==> config.mk <==
export PLATFORM = sky130hd
export DESIGN_NAME = controller_floatingpoint_mul
export DESIGN_NICKNAME = d
export VERILOG_FILES = /design/src/rtl/controller_floatingpoint_mul.sv
export SDC_FILE = /design/constraint.sdc
export NUM_CORES = 1
export LEC_CHECK = 0
export CORE_AREA = 2 2 106 149
export CTS_CLUSTER_DIAMETER = 150
export DETAILED_ROUTE_END_ITERATION = 10
export DIE_AREA = 0 0 108 151
export PLACE_DENSITY = 0.74
export SYNTH_ARGS = -nofsm -noshare
export SYNTH_HDL_FRONTEND = slang
export SYNTH_SLANG_ARGS = --single-unit
==> constraint.sdc <==
create_clock -name clk -period 5.3 [get_ports clk]
set_clock_uncertainty 0.2 [all_clocks]
set_input_delay 1.06 -clock clk [delete_from_list [all_inputs] [get_ports clk]]
set_output_delay 1.06 -clock clk [all_outputs]
set_load 0.1 [all_outputs]
==> src/rtl/controller_floatingpoint_mul.sv <==
// Sequencing FSM for the floating-point multiply datapath: valid/ready request/response
// wrapper, control strobe decode, result capture and saturating op/overflow counters.
module controller_floatingpoint_mul #(
  parameter int DATA_WIDTH = 32,
  parameter int CNT_WIDTH  = 16
) (
  input  logic                  clk,
  input  logic                  reset,
  input  logic                  in_valid,
  output logic                  in_ready,
  input  logic [DATA_WIDTH-1:0] in_a,
  input  logic [DATA_WIDTH-1:0] in_b,
  input  logic                  abort,
  output logic [DATA_WIDTH-1:0] A,
  output logic [DATA_WIDTH-1:0] B,
  output logic                  mux_en_reg,
  output logic                  inc_shift_en,
  output logic                  enable_reg,
  output logic                  enable_rounding,
  output logic                  mux_en_rounding,
  input  logic                  MLB_significand_mult,
  input  logic                  MLB_exp_inc,
  input  logic [DATA_WIDTH-1:0] result,
  input  logic                  overflow_flag,
  output logic                  out_valid,
  input  logic                  out_ready,
  output logic [DATA_WIDTH-1:0] out_result,
  output logic                  out_overflow,
  output logic [CNT_WIDTH-1:0]  op_count,
  output logic [CNT_WIDTH-1:0]  ovf_count
);

  typedef enum logic [2:0] {
    S_IDLE, S_LOAD, S_MULT, S_ROUND, S_RENORM, S_WRITE, S_DONE
  } state_t;

  localparam logic [CNT_WIDTH-1:0] CNT_ONE = {{(CNT_WIDTH-1){1'b0}}, 1'b1};

  state_t                state_q, state_d;
  logic [DATA_WIDTH-1:0] a_q, b_q;
  logic [DATA_WIDTH-1:0] res_q;
  logic                  ovf_q;
  logic [CNT_WIDTH-1:0]  op_cnt_q, ovf_cnt_q;
  logic                  accept;
  logic                  capture;
  logic                  in_flight;

  assign in_flight = (state_q == S_LOAD) || (state_q == S_MULT) || (state_q == S_ROUND) ||
                     (state_q == S_RENORM) || (state_q == S_WRITE);
  assign accept    = (state_q == S_IDLE) && in_valid;
  assign capture   = (state_q == S_WRITE) && !abort;

  always_comb begin
    state_d         = state_q;
    in_ready        = 1'b0;
    A               = '0;
    B               = '0;
    mux_en_reg      = 1'b0;
    inc_shift_en    = 1'b0;
    enable_reg      = 1'b0;
    enable_rounding = 1'b0;
    mux_en_rounding = 1'b0;
    out_valid       = 1'b0;
    case (state_q)
      S_IDLE: begin
        in_ready = 1'b1;
        if (in_valid) state_d = S_LOAD;
      end
      S_LOAD: begin
        A          = a_q;
        B          = b_q;
        enable_reg = 1'b1;
        state_d    = S_MULT;
      end
      S_MULT: begin
        enable_reg   = 1'b1;
        mux_en_reg   = 1'b1;
        inc_shift_en = MLB_significand_mult;
        state_d      = S_ROUND;
      end
      S_ROUND: begin
        enable_rounding = 1'b1;
        state_d         = MLB_exp_inc ? S_RENORM : S_WRITE;
      end
      S_RENORM: begin
        enable_rounding = 1'b1;
        mux_en_rounding = 1'b1;
        state_d         = S_WRITE;
      end
      S_WRITE: begin
        enable_reg = 1'b1;
        state_d    = S_DONE;
      end
      S_DONE: begin
        out_valid = 1'b1;
        if (out_ready) state_d = S_IDLE;
      end
      default: state_d = S_IDLE;
    endcase
    // Cancelling an op in flight overrides every other transition.
    if (in_flight && abort) state_d = S_IDLE;
  end

  always_ff @(posedge clk or negedge reset) begin
    if (!reset) begin
      state_q   <= S_IDLE;
      a_q       <= '0;
      b_q       <= '0;
      res_q     <= '0;
      ovf_q     <= 1'b0;
      op_cnt_q  <= '0;
      ovf_cnt_q <= '0;
    end else begin
      state_q <= state_d;
      if (accept) begin
        a_q <= in_a;
        b_q <= in_b;
      end
      if (capture) begin
        res_q <= result;
        ovf_q <= overflow_flag;
        if (op_cnt_q != '1) op_cnt_q <= op_cnt_q + CNT_ONE;
        if (overflow_flag && (ovf_cnt_q != '1)) ovf_cnt_q <= ovf_cnt_q + CNT_ONE;
      end
    end
  end

  assign out_result   = res_q;
  assign out_overflow = ovf_q;
  assign op_count     = op_cnt_q;
  assign ovf_count    = ovf_cnt_q;

endmodule
==> results.toml, run 1 <==
[power]
power_switching_mw = 3.197
power.clock.fraction = 0.194
switch_share = 0.5180
power_density_nw_per_um2 = 696.0
internal_power_mw = 2.975
logic_pwr_share = 0.560
irDropWorstVdd_mv = 0.4398
pwr-share-seq = 0.245
power_leakage_nw = 4.101

[clocking]
clkSlewWorstSetupHoldPaths_ns = 0.06
root_buffer = "sky130_fd_sc_hd__clkbuf_16"
cts_htree_levels = 4
clock_path_buffers = 2
cts-hold-fix-buffers = 0
tritoncts = "yes"
clock_insertion_delay_worst_skew_ns = 0.40
cts.repair.resized = 0
clock_sink_count = 132
cts-buffers-inserted = 17
cts_setup_buffers = 0

[die]
fp.coreArea_um2 = 14920
dieArea_um2 = 16310
num_io_pins = 240
die_ht_um = 151
rows = 53
floorplan.initialDensity = 0.3947
floorplan.die.width_um = 108

[yosys]
asyncSetResetFlopFracSynth = 1.000
synth-seq-cells = 132
synth_area_um2 = 5889
post_synth_inst_count = 518
yosysUniqueCellTypes = 37
post_synthesis_net_count = 624
synth.yosys.warnings = 0
avgSynthCellArea_um2 = 11.37
ys_seq_area_frac = 0.5609
ys_dominant_reg_cell = "sky130_fd_sc_hd__dfrtp_1"
synth_edf_count = 0

[timing]
timing.final.max_slew_violations = 0
max_clock_freq_ghz = 0.2496
relSlewSlack = 0.2679
worst_pin_slew_ns = 1.095
rsz0062_at_grt = "no"
setup_tns_ns = 0
final-hold-violation-count = 0
setup_viol = 0
finalCritPeriodShare = 0.7558
layout_min_cycle_time_ns = 4.006

[setup_path]
cp_max_fo = 1
timing.critical_path.required_ns = 4.04
critical-path-top-delay-family = "buffers and inverters"
endpoint_kind = "output pin"
rrSetupSlack_ns = 2.70
setup.worst_path.start_class = "input pin"
crit_top_cell = "sky130_fd_sc_hd__clkdlybuf4s50_1"
worstPathArrival_ns = 2.75
timing.critical_path.slowest_cell_delay_ns = 1.13
cpMaxStageDelayCell = "sky130_fd_sc_hd__clkdlybuf4s50_1"
critical_path_class = "in -> out"
worst-path-buf-inv = 2
critical_path.cell_chain = "clkdlybuf4s50_1 > and2_1 > clkdlybuf4s50_1"

[finish]
layout.cells.most_common = "sky130_fd_sc_hd__clkdlybuf4s50_1"
final_core_utilization = 0.5943
design.final.nets = 861
final_cell_mix = "sky130_fd_sc_hd__clkdlybuf4s50_1, sky130_fd_sc_hd__dfrtp_1, sky130_fd_sc_hd__nand2_1, sky130_fd_sc_hd__buf_4, sky130_fd_sc_hd__and2_1"
n_antenna_cell = 0
drive_gt1_frac = 0.2227
final_cells = 960
synthToLayoutAreaGrowth_pct = 50.56

[detailed_routing]
drt-pass1-iter-count = 5
postRouteAntennaNets = 0
wl_per_cell_um = 15.32
detail_route.iter0.violations = 164
remaining_drc_errors = 0
avgViaCountPerCell = 4.898
num_vias = 4702
route.final.wire_length_um = 14710

[place]
buffer_ports.inserted = 239
dp.final_hpwl_um = 10640
post-place-cells = 928
gp_routability_congestion = 0.7754

[status]
outcome = "complete, no violations"

[hold_path]
hold_path.class = "reg -> reg"

[run]
max_cap_viol_count = 0

[grt]
antenna_found_initial = 2
grt_first_pass_wirelength_um = 23070
via_count_of_the_first_global_routing_pass = 4841
grt_start_max_net_pins = 89
globalRouteOverflowTotal = 0
groute.usage.overall = 0.1782
-- stage by stage --
step / power, mW / hold WS (ns) / setup slack [ns] / area [um^2]
global placement: 4.965 / 0.2589 / 1.288 / 8254
floorplan: 4.286 / 0.2489 / 0.3664 / 5889
global route: 6.416 / 0.2935 / 1.270 / 8867
finish: 6.172 / 0.2713 / 1.294 / 8867
CTS: 6.231 / 0.2757 / 1.286 / 8867
detailed placement: 5.015 / 0.2619 / 1.292 / 8254
-- synthesized netlist by cell type, drive strengths merged (2+ instances only) --
| master | count | area, um^2 |
|---|---|---|
| nand4 | 11 | 68.82 |
| nand2b | 5 | 31.28 |
| xor2 | 27 | 236.5 |
| nor3b | 3 | 22.52 |
| nor3 | 16 | 91.34 |
| o21ai | 5 | 25.02 |
| mux2 | 66 | 743.2 |
| nand3 | 9 | 60.06 |
| a21oi | 2 | 10.01 |
| mux2i | 2 | 20.02 |
| nor2 | 11 | 41.29 |
| clkbuf | 9 | 33.78 |
| and2 | 65 | 406.6 |
| nor4b | 2 | 23.77 |
| ha | 2 | 25.02 |
| nor4 | 9 | 98.84 |
| and3 | 5 | 31.28 |
| nand2 | 113 | 424.2 |
| dfrtp | 132 | 3303 |
| buf | 15 | 111.4 |
| and4 | 2 | 17.52 |
-- layout make-up --
| class | count | area, um^2 |
|---|---|---|
| fillers | 1272 | 6053 |
| well taps | 192 | 240.2 |
| clock buffers | 22 | 464.2 |
| clock inverters | 10 | 148.9 |
| repair buffers | 242 | 2256 |
| multi-input cells | 361 | 2451 |
| inverters | 1 | 3.754 |
| flip-flops and latches | 132 | 3303 |
-- power groups by stage --
stage | clock, mW | combinational, mW | sequential (mW)
2_1_floorplan | 0 | 2.32 | 1.97
3_3_place_gp | 0 | 3.45 | 1.51
3_5_place_dp | 0 | 3.48 | 1.54
4_1_cts | 1.23 | 3.48 | 1.52
5_1_grt | 1.27 | 3.59 | 1.56
6_report | 1.20 | 3.46 | 1.51
-- per-layer routing --
layer,global-route usage,part of all wire,vias up
li1,-,-,2207
met1,0.2065,0.38,2274
met2,0.3028,0.50,187
met3,0.06540,0.087,30
met4,0.06218,0.022,4
met5,0,0.0018,-
-- worst min-delay path: stages (launching register included) --
cell	delay (ns)
sky130_fd_sc_hd__dfrtp_1	0.34
sky130_fd_sc_hd__nand2_1	0.05
sky130_fd_sc_hd__nand2_1	0.05
-- worst paths after layout --
| check | startpoint | end | cells past startpoint |
|---|---|---|---|
| worst min register to register | out_result[8] | out_result[8] | 2 |
| min in group asynchronous | reset | ovf_count[15] | 1 |
| worst max-delay path | MLB_significand_mult | inc_shift_en | 3 |
| worst min-delay path | out_result[8] | out_result[8] | 2 |
| worst max register to register | state_q[1] | op_count[1] | 4 |
| max in group asynchronous | reset | out_result[17] | 2 |
-- flip-flops by register name, summed over array words and instances, names as in the netlist --
name          count
a_q              32
state_q           3
op_count         16
b_q              32
out_result       32
ovf_count        16
out_overflow      1
-- logic make-up (layout without fill, tap and decap cells) --
family          after synthesis  after routing  share of synthesized area
compound gates               10             10                    0.01020
xor+xnor                     28             28                    0.04164
fa+ha+maj                     2              2                   0.004248
buf+inv                      25            275                    0.02528
flops                       132            132                     0.5609
mux                          68             68                     0.1296
simple gates                253            253                     0.2282
Note: power is estimated with default switching activity, not from simulation.
==> run 2: changes to the inputs <==
==> constraint.sdc (replaced) <==
create_clock -name clk -period 3.8 [get_ports clk]
set_clock_uncertainty 0.2 [all_clocks]
set_input_delay 0.76 -clock clk [delete_from_list [all_inputs] [get_ports clk]]
set_output_delay 0.76 -clock clk [all_outputs]
set_load 0.1 [all_outputs]
==> results.toml, run 2 (synthesis results as in run 1) <==
[finish]
fillers = 1273
seqCellArea_um2 = 3303
final_cells = 964
synthToLayoutAreaGrowth_pct = 51.05
final_core_utilization = 0.5962
final_cell_mix = "sky130_fd_sc_hd__clkdlybuf4s50_1, sky130_fd_sc_hd__dfrtp_1, sky130_fd_sc_hd__nand2_1, sky130_fd_sc_hd__buf_4, sky130_fd_sc_hd__and2_1"
design.final.nets = 865
layout.cells.most_common = "sky130_fd_sc_hd__clkdlybuf4s50_1"
n_antenna_cell = 0
drive_gt1_frac = 0.2578
multiInputGateArea_um2 = 2454

[grt]
via_count_of_the_first_global_routing_pass = 4739
globalRouteMet3Util = 0.05379
groute.usage.overall = 0.1805
grt_first_pass_wirelength_um = 23250
global_route.usage.met2 = 0.3138
globalRouteOverflowTotal = 0
antenna_found_initial = 0
grt_busiest_layer = "met2"
grt_start_max_net_pins = 68
met1_usage = 0.2114

[die]
rows = 53
floorplan.die.width_um = 108
die_ht_um = 151
num_io_pins = 240
floorplan.initialDensity = 0.3947
dieArea_um2 = 16310
fp.coreArea_um2 = 14920

[place]
post-place-cells = 932
dp.final_hpwl_um = 10640
buffer_ports.inserted = 239
gp_routability_congestion = 0.8394

[timing]
setup_tns_ns = 0
relSlewSlack = 0.3050
finalCritPeriodShare = 0.8372
setup_viol = 0
timing.final.max_slew_violations = 0
final-hold-violation-count = 0
finalHoldWorstSlack_ns = 0.2486
rsz0062_at_grt = "no"
max_clock_freq_ghz = 0.3143
worst_pin_slew_ns = 1.039
layout_min_cycle_time_ns = 3.181

[setup_path]
cp_max_fo = 64
setup.worst_path.start_class = "flip-flop"
timing.critical_path.required_ns = 2.84
worstPathArrival_ns = 2.22
critical_path_class = "reg -> out"
endpoint_kind = "output pin"

[clocking]
cts_setup_buffers = 0
root_buffer = "sky130_fd_sc_hd__clkbuf_16"
cts_htree_levels = 4
clock_insertion_delay_worst_skew_ns = 0.40
cts-hold-fix-buffers = 0
clock_sink_count = 132
clkSlewWorstSetupHoldPaths_ns = 0.06
clock_path_buffers = 2
cts-buffers-inserted = 17
cts.repair.resized = 0
tritoncts = "yes"

[hold_path]
hold_path.class = "in -> async"

[detailed_routing]
detail_route.iter0.violations = 221
num_vias = 4672
avgViaCountPerCell = 4.846
wl_per_cell_um = 15.28
route.final.wire_length_um = 14730
remaining_drc_errors = 0
postRouteAntennaNets = 0
drt-pass1-iter-count = 4

[power]
power_leakage_nw = 4.179
power_density_nw_per_um2 = 978.1
total_power_mw = 8.701
irDropWorstVdd_mv = 0.6129

[run]
max_cap_viol_count = 0

[status]
outcome = "complete, no violations"
[run 2: changes by cell type in the layout (fill, tap and decap cells not counted), moves of 2 or more]
cell | before | now
sky130_fd_sc_hd__buf_4 | 67 | 90
sky130_fd_sc_hd__clkbuf_1 | 3 | 1
sky130_fd_sc_hd__clkdlybuf4s50_1 | 174 | 154
sky130_fd_sc_hd__buf_12 | 0 | 2
sky130_fd_sc_hd__inv_6 | 1 | 5
sky130_fd_sc_hd__clkinv_4 | 4 | 1
sky130_fd_sc_hd__nor2_2 | 0 | 2
[run 2: path summary, 6_finish.rpt]
path	slack [ns]	startpoint	depth (start not counted)	end
max	0.62	state_q[1]	6	A[26]
min	0.25	reset	1	a_q[4]
max reg2reg	1.33	state_q[2]	4	ovf_count[1]
min reg2reg	0.27	out_result[19]	2	out_result[19]
max in group asynchronous	2.24	reset	2	out_result[19]
min in group clk	0.27	out_result[19]	2	out_result[19]
[run 2: routing by layer]
metal  vias up  share of wire
met5         -              0
li1       2217              -
met3        22          0.074
met2       171           0.50
met4         0          0.022
met1      2262           0.40
[run 2: metrics by stage]
step / setup slack [ns] / area (um^2)
floorplan: 0.1187 / 5897
global placement: 0.6891 / 8258
detailed placement: 0.6680 / 8258
CTS: 0.5885 / 8896
global route: 0.4494 / 8896
finish: 0.6185 / 8896
[run 2: cell type report]
cell class                      instances  share of cell area
Multi-Input combinational cell        361              0.2758
Sequential cell                       132              0.3713
Timing Repair Buffer                  246              0.2537
Clock buffer                           19             0.04979
Tap cell                              192             0.02700
Clock inverter                         13             0.02194
Inverter                                1           0.0004219
[run 2: critical path, stage by stage, from the launching register on]
cell                      delay, ns
sky130_fd_sc_hd__dfrtp_1       0.47
sky130_fd_sc_hd__inv_1         0.19
sky130_fd_sc_hd__nand2_1       0.10
sky130_fd_sc_hd__nor2_2        0.10
sky130_fd_sc_hd__buf_4         0.42
sky130_fd_sc_hd__and2_1        0.21
sky130_fd_sc_hd__buf_4         0.29
[run 2: where the power goes]
group	switching, mW	leakage (nW)	internal (mW)	total, mW
clock	0.628	0.302	1.13	1.76
sequential	0.248	1.68	1.87	2.11
combinational	3.61	2.20	1.22	4.83
